===== src/rtl/inhibit_event_counter.sv =====
// inhibit_event_counter: input synchroniser, z = a & ~b qualification FSM,
// rising-event counter with sticky saturation, and a valid/ready count
// snapshot port.
// Optional feature macro: INHIBIT_DEBOUNCE_EN. When it is defined, z must
// hold for DEBOUNCE_CYCLES consecutive samples before z_out follows it.
// When it is undefined, the FSM toggles LOW<->HIGH directly.
`timescale 1ns/1ps

module inhibit_event_counter #(
  parameter int unsigned CNT_W           = 8,
  parameter int unsigned DEBOUNCE_CYCLES = 4
) (
  input  logic             clk,
  input  logic             rst_n,
  input  logic             a_in,
  input  logic             b_in,
  input  logic             clear,
  input  logic             snap_req,
  input  logic             snap_ready,
  output logic             z_out,
  output logic             evt_pulse,
  output logic [CNT_W-1:0] count,
  output logic             sat,
  output logic             snap_valid,
  output logic [CNT_W-1:0] snap_data
);

  typedef enum logic [1:0] {
    LOW     = 2'd0,
    QUAL_HI = 2'd1,
    HIGH    = 2'd2,
    QUAL_LO = 2'd3
  } zState_t;

  localparam logic [CNT_W-1:0] CNT_MAX = '1;

  if (DEBOUNCE_CYCLES < 1) begin : gBadDebounce
    $error("DEBOUNCE_CYCLES must be at least 1");
  end

  zState_t state;
  logic    aMeta;
  logic    aSync;
  logic    bMeta;
  logic    bSync;
  logic    zRaw;
  logic    riseEvt;

  // Two-flop synchronisers for the asynchronous gate inputs
  always_ff @(posedge clk or negedge rst_n) begin
    if (!rst_n) begin
      aMeta <= 1'b0;
      aSync <= 1'b0;
      bMeta <= 1'b0;
      bSync <= 1'b0;
    end else begin
      aMeta <= a_in;
      aSync <= aMeta;
      bMeta <= b_in;
      bSync <= bMeta;
    end
  end

  assign zRaw = aSync & ~bSync;

`ifdef INHIBIT_DEBOUNCE_EN
  localparam int unsigned     DB_W    = $clog2(DEBOUNCE_CYCLES + 1);
  localparam bit              DB_ONE  = (DEBOUNCE_CYCLES == 1);
  localparam logic [DB_W-1:0] DB_LAST = DB_W'(DEBOUNCE_CYCLES - 1);
  localparam logic [DB_W-1:0] DB_INIT = DB_W'(1);

  logic [DB_W-1:0] dbCnt;

  // Entering the qualifying state counts as the first matching sample, so
  // the transition fires once dbCnt has reached DEBOUNCE_CYCLES-1 and the
  // current sample still matches.
  always_comb begin
    riseEvt = 1'b0;
    if (zRaw) begin
      if (state == LOW && DB_ONE) begin
        riseEvt = 1'b1;
      end else if (state == QUAL_HI && dbCnt >= DB_LAST) begin
        riseEvt = 1'b1;
      end
    end
  end

  // Qualification FSM with debounce counter and registered z_out/evt_pulse
  always_ff @(posedge clk or negedge rst_n) begin
    if (!rst_n) begin
      state     <= LOW;
      dbCnt     <= '0;
      z_out     <= 1'b0;
      evt_pulse <= 1'b0;
    end else begin
      evt_pulse <= riseEvt;
      case (state)
        LOW: begin
          if (zRaw) begin
            if (DB_ONE) begin
              state <= HIGH;
              z_out <= 1'b1;
            end else begin
              state <= QUAL_HI;
              dbCnt <= DB_INIT;
            end
          end
        end
        QUAL_HI: begin
          if (!zRaw) begin
            state <= LOW;
            dbCnt <= '0;
          end else if (dbCnt >= DB_LAST) begin
            state <= HIGH;
            dbCnt <= '0;
            z_out <= 1'b1;
          end else begin
            dbCnt <= dbCnt + 1'b1;
          end
        end
        HIGH: begin
          if (!zRaw) begin
            if (DB_ONE) begin
              state <= LOW;
              z_out <= 1'b0;
            end else begin
              state <= QUAL_LO;
              dbCnt <= DB_INIT;
            end
          end
        end
        QUAL_LO: begin
          if (zRaw) begin
            state <= HIGH;
            dbCnt <= '0;
          end else if (dbCnt >= DB_LAST) begin
            state <= LOW;
            dbCnt <= '0;
            z_out <= 1'b0;
          end else begin
            dbCnt <= dbCnt + 1'b1;
          end
        end
      endcase
    end
  end
`else
  // Without debounce the only entry into HIGH is directly from LOW
  always_comb begin
    riseEvt = 1'b0;
    if (zRaw && state == LOW) begin
      riseEvt = 1'b1;
    end
  end

  // Direct LOW<->HIGH FSM with registered z_out/evt_pulse
  always_ff @(posedge clk or negedge rst_n) begin
    if (!rst_n) begin
      state     <= LOW;
      z_out     <= 1'b0;
      evt_pulse <= 1'b0;
    end else begin
      evt_pulse <= riseEvt;
      case (state)
        LOW: begin
          if (zRaw) begin
            state <= HIGH;
            z_out <= 1'b1;
          end
        end
        HIGH: begin
          if (!zRaw) begin
            state <= LOW;
            z_out <= 1'b0;
          end
        end
        default: begin
          state <= LOW;
          z_out <= 1'b0;
        end
      endcase
    end
  end
`endif

  // Event counter: clear wins over a same-cycle event, and the count holds at all-ones
  always_ff @(posedge clk or negedge rst_n) begin
    if (!rst_n) begin
      count <= '0;
      sat   <= 1'b0;
    end else if (clear) begin
      count <= '0;
      sat   <= 1'b0;
    end else if (riseEvt) begin
      if (count == CNT_MAX) begin
        sat <= 1'b1;
      end else begin
        count <= count + 1'b1;
        if (count == CNT_MAX - 1'b1) begin
          sat <= 1'b1;
        end
      end
    end
  end

  // Snapshot holding register; new requests are ignored while a snapshot is outstanding
  always_ff @(posedge clk or negedge rst_n) begin
    if (!rst_n) begin
      snap_valid <= 1'b0;
      snap_data  <= '0;
    end else if (snap_valid) begin
      if (snap_ready) begin
        snap_valid <= 1'b0;
      end
    end else if (snap_req) begin
      snap_valid <= 1'b1;
      snap_data  <= count;
    end
  end

endmodule


===== config.mk =====
export PLATFORM = sky130hd
export DESIGN_NAME = inhibit_event_counter
export DESIGN_NICKNAME = d
export VERILOG_FILES = /design/src/rtl/inhibit_event_counter.sv
export SDC_FILE = /design/constraint.sdc
export NUM_CORES = 1
export LEC_CHECK = 0
export ABC_AREA = 1
export BUFFER_PORTS_ARGS = -buffer_cell sky130_fd_sc_hd__buf_2
export CORE_ASPECT_RATIO = 1.1
export CORE_MARGIN = 8
export CORE_UTILIZATION = 46
export DETAILED_ROUTE_END_ITERATION = 8
export GPL_TIMING_DRIVEN = 0
export HOLD_SLACK_MARGIN = 0.06
export PLACE_DENSITY = 0.81
export SETUP_SLACK_MARGIN = 0.4
export SLEW_MARGIN = 10
export SYNTH_ARGS = -nofsm -noshare
export SYNTH_HDL_FRONTEND = slang
export SYNTH_SLANG_ARGS = --single-unit

===== constraint.sdc =====
create_clock -name clk -period 1.3 [get_ports clk]
set_input_delay 0.195 -clock clk [delete_from_list [all_inputs] [get_ports clk]]
set_output_delay 0.195 -clock clk [all_outputs]
set_load 0.05 [all_outputs]

==> summary.txt <==
Status
  • Status: finished with violations
  • Failing checks: negative setup slack

CTS
  • CTS clk-pin slew, worst paths: between 0.1 and 0.15 ns
  • Clock sink count: 24
  • Worst-Skew Late Latency: about 0.34 ns
  • Bufs on Longest Clock Path: 2
  • CTS buffer count: 3
  • H-tree Lvls: 1
  • CTS tree: built
  • CTS Root Cell: clkbuf_4

Floorplan
  • DIE HEIGHT: 66.8 um
  • # rows: 18
  • Core area: 2230 um^2
  • Die width: 62.2 um
  • Initial Util: about half
  • Ports: 27
  • Die area: slightly above 4000 um^2

Setup path
  • Max FO, Critical Path: 4
  • CP Data Arrival Time: 1.64 ns
  • Critical path data required time: roughly 1.6 ns
  • Startpoint Class: register
  • CP Class: register to register
  • Worst Setup End Kind: register

Pwr
  • Sw Ratio: between 30% and 40%
  • P_sw: 899 uW
  • Power per cell area: around 1200 nW/um^2
  • Comb power frac: ~44%
  • Peak VDD IR: roughly 0.0013 V
  • Leak: approximately 0.00093 uW
  • Power share of the sequential group: 38.6%
  • Internal power: about 1500 uW
  • Clk pwr share: ~17%

Yosys
  • Top post-synthesis cells by count: nand2_1, dfrtp_1, inv_1
  • Ys async rst share: 100%
  • Count leader, synth: nand2_1
  • Synth Flop Type: dfrtp_1
  • Simple-gate share of the synthesized area: about 25%
  • Post-Synth XOR/XNOR Area: under 10%
  • Top cells by area, synth: dfrtp_1, nand2_1, inv_1
  • Yosys top cell by area: dfrtp_1
  • Cells after Synth: around 120
  • Post-synth cell types: 21
  • Post-synthesis area per instance: approximately 8.8 um^2
  • Synth top area share: a little under three fifths
  • Largest family of logic cells by synthesized area: simple AND/OR/NAND/NOR gates
  • Post-synthesis compound-gate area fraction: under 10%
  • Syn Nets: between 100 and 150
  • Post-synth EDFFs: 0
  • Sequential fraction of the synthesis area: 55.7%
  • Synth Area in Adders: approximately 3.5%
  • Multiplexer share of the synthesized area: around 1.0%
  • Synth Register Bits: 24
  • Mapped Area: between 1000 and 1500 um^2
  • Syn. warnings: 0

Timing
  • Slew headroom: 64.4%
  • Setup repair after global routing missed its margin: true
  • Tightest Pin Transition: between 0.5 and 0.6 ns
  • Worst Skew: between 0.02 and 0.025 ns
  • Slew Viols, Final: 0
  • Hold Slack: between 0.15 and 0.2 ns
  • Fin crit period: between 1 and 1.5 ns
  • Final hold violations: 0
  • Final WS setup: -0.0834 ns
  • Final setup vio count: 6
  • Final worst path period share: 106%
  • Fmax: roughly 0.72 GHz

Layout
  • Post-Layout Cell Count: between 200 and 250
  • Fillers: 91
  • Nets: slightly below 200
  • Multi-input logic area: ~600 um^2
  • Ant diodes: 0
  • Area added between synthesis and finish: 78.8%
  • Sequential Area: 613 um^2
  • Post-Layout Inst Area: slightly below 2000 um^2
  • Proportion of layout cells with a drive suffix above 1: 62.8%

Min path
  • Hold Crit Class: input pin to register

Route
  • Post-Route WL: slightly below 4000 um
  • Via-to-Cell Ratio: approximately 5.4
  • DR vias: 1152
  • DRC: 0
  • ANT nets after route: 0
  • DRT iter0 DRCs: between 80 and 90
  • DR pass1 iterations: 4
  • Routed len/inst: between 15 and 20 um

Place
  • # port buffers: 26
  • DP HPWL: between 1500 and 2000 um
  • DP Area: around 1300 um^2
  • GP Congestion: ~0.84
  • Cells after DPL: around 180
  • Dpl ws: -0.0514 ns

GRT
  • Number of global-route vias before repair: around 1100
  • All-Layer GR Usage: between 15 and 20%
  • Met2 Use GR: 30.3%
  • Met3 Use GR: about 3.2%
  • GR Util met1: 14.7%
  • GR Overflow Total: 0
  • Antenna violations before repair: 0
  • Largest net degree at the start of global routing: 25
  • First-pass GRT wire length: approximately 5000 um
  • Layer with the highest usage: met2

Run
  • Max-capacitance violation count: 0
-- cells by family (layout without fill, tap and decap cells) --
group,count (synthesis),in the layout
XOR/XNOR,2,2
AO/OA/AOI/OAI,16,16
adder cells (fa/ha/maj),3,3
buffers and inverters,17,78
AND/OR/NAND/NOR,59,59
multiplexers,1,1
flip-flops,24,24
-- area by class of cell --
type                            instances  area share [%]
Sequential cell                        24            31.8
Inverter                               16            3.63
Multi-Input combinational cell         81            31.8
Timing Repair Buffer                   57            28.2
Tap cell                               30            1.95
Clock buffer                            4            1.88
Buffer                                  1           0.779
-- worst max-delay path, stage by stage (launching register included) --
cell and delay (ns):
dfrtp_2 0.44, ha_4 0.16, buf_4 0.10, buf_4 0.09, nor2_2 0.04, nor3_1 0.33
nand2_2 0.07, o21ai_1 0.08
-- metrics by stage --
stage	setup TNS, ns	power [uW]	util, %
final	-0.226	2370	86.5
after global placement	-0.0188	1470	58.7
after detailed placement	-0.130	1510	58.7
after CTS	0	2130	75.9
after global routing	-0.670	2440	86.5
after floorplan	-0.423	1340	-
-- cells in the final DEF (no fill, tap or decap), drive strengths merged --
cell type    count
buf             54
nand2           37
dfrtp           24
inv             16
nor2            13
o21ai           12
nand3            5
a21oi            4
dlygate4sd3      4
clkbuf           4
ha               3
nand4            2
mux2             1
xor2             1
nor3             1
xnor2            1
nand3b           1
-- what timing repair did --
action | CTS | global route
endpoints found under the setup margin | 38 | 39
gates cloned | 1 | 0
setup buffers | 15 | 11
pin swaps | 10 | 6
gates resized for setup | 54 | 50
endpoints found under the hold margin | 27 | 0
hold buffers | 4 | 0
-- flip-flops by register name, indices dropped and copies added, names as in the netlist --
register,cells
count,8
snap_data,8
aMeta,1
aSync,1
bMeta,1
bSync,1
evt_pulse,1
sat,1
snap_valid,1
z_out,1
-- power by group through the flow --
stage | clock (uW) | sequential (uW) | combinational [uW]
2_1_floorplan | 0 | 1150 | 193
3_3_place_gp | 0 | 905 | 563
3_5_place_dp | 0 | 916 | 597
4_1_cts | 402 | 904 | 828
5_1_grt | 436 | 921 | 1080
6_report | 411 | 912 | 1040
-- worst paths after layout --
| kind | start | slack, ns | to | cells after the start |
|---|---|---|---|---|
| max | count[0]$_DFFE_PN0P_ | -0.08 | count[2]$_DFFE_PN0P_ | 7 |
| min | clear | 0.19 | sat$_DFFE_PN0P_ | 2 |
| max reg2reg | count[0]$_DFFE_PN0P_ | -0.08 | count[2]$_DFFE_PN0P_ | 7 |
| min reg2reg | aMeta$_DFF_PN0_ | 0.36 | aSync$_DFF_PN0_ | 0 |
| max in group asynchronous | rst_n | 0.55 | count[0]$_DFFE_PN0P_ | 2 |
| min in group asynchronous | rst_n | 0.35 | count[4]$_DFFE_PN0P_ | 2 |
-- per-layer routing --
layer	wire length (um)	part of all wire (%)	vias to the layer above
li1	-	-	510
met1	1370	35	543
met2	1930	50	75
met3	361	9.3	24
met4	215	5.6	0
met5	0	0	-
Note: power is estimated with default switching activity, not from simulation.
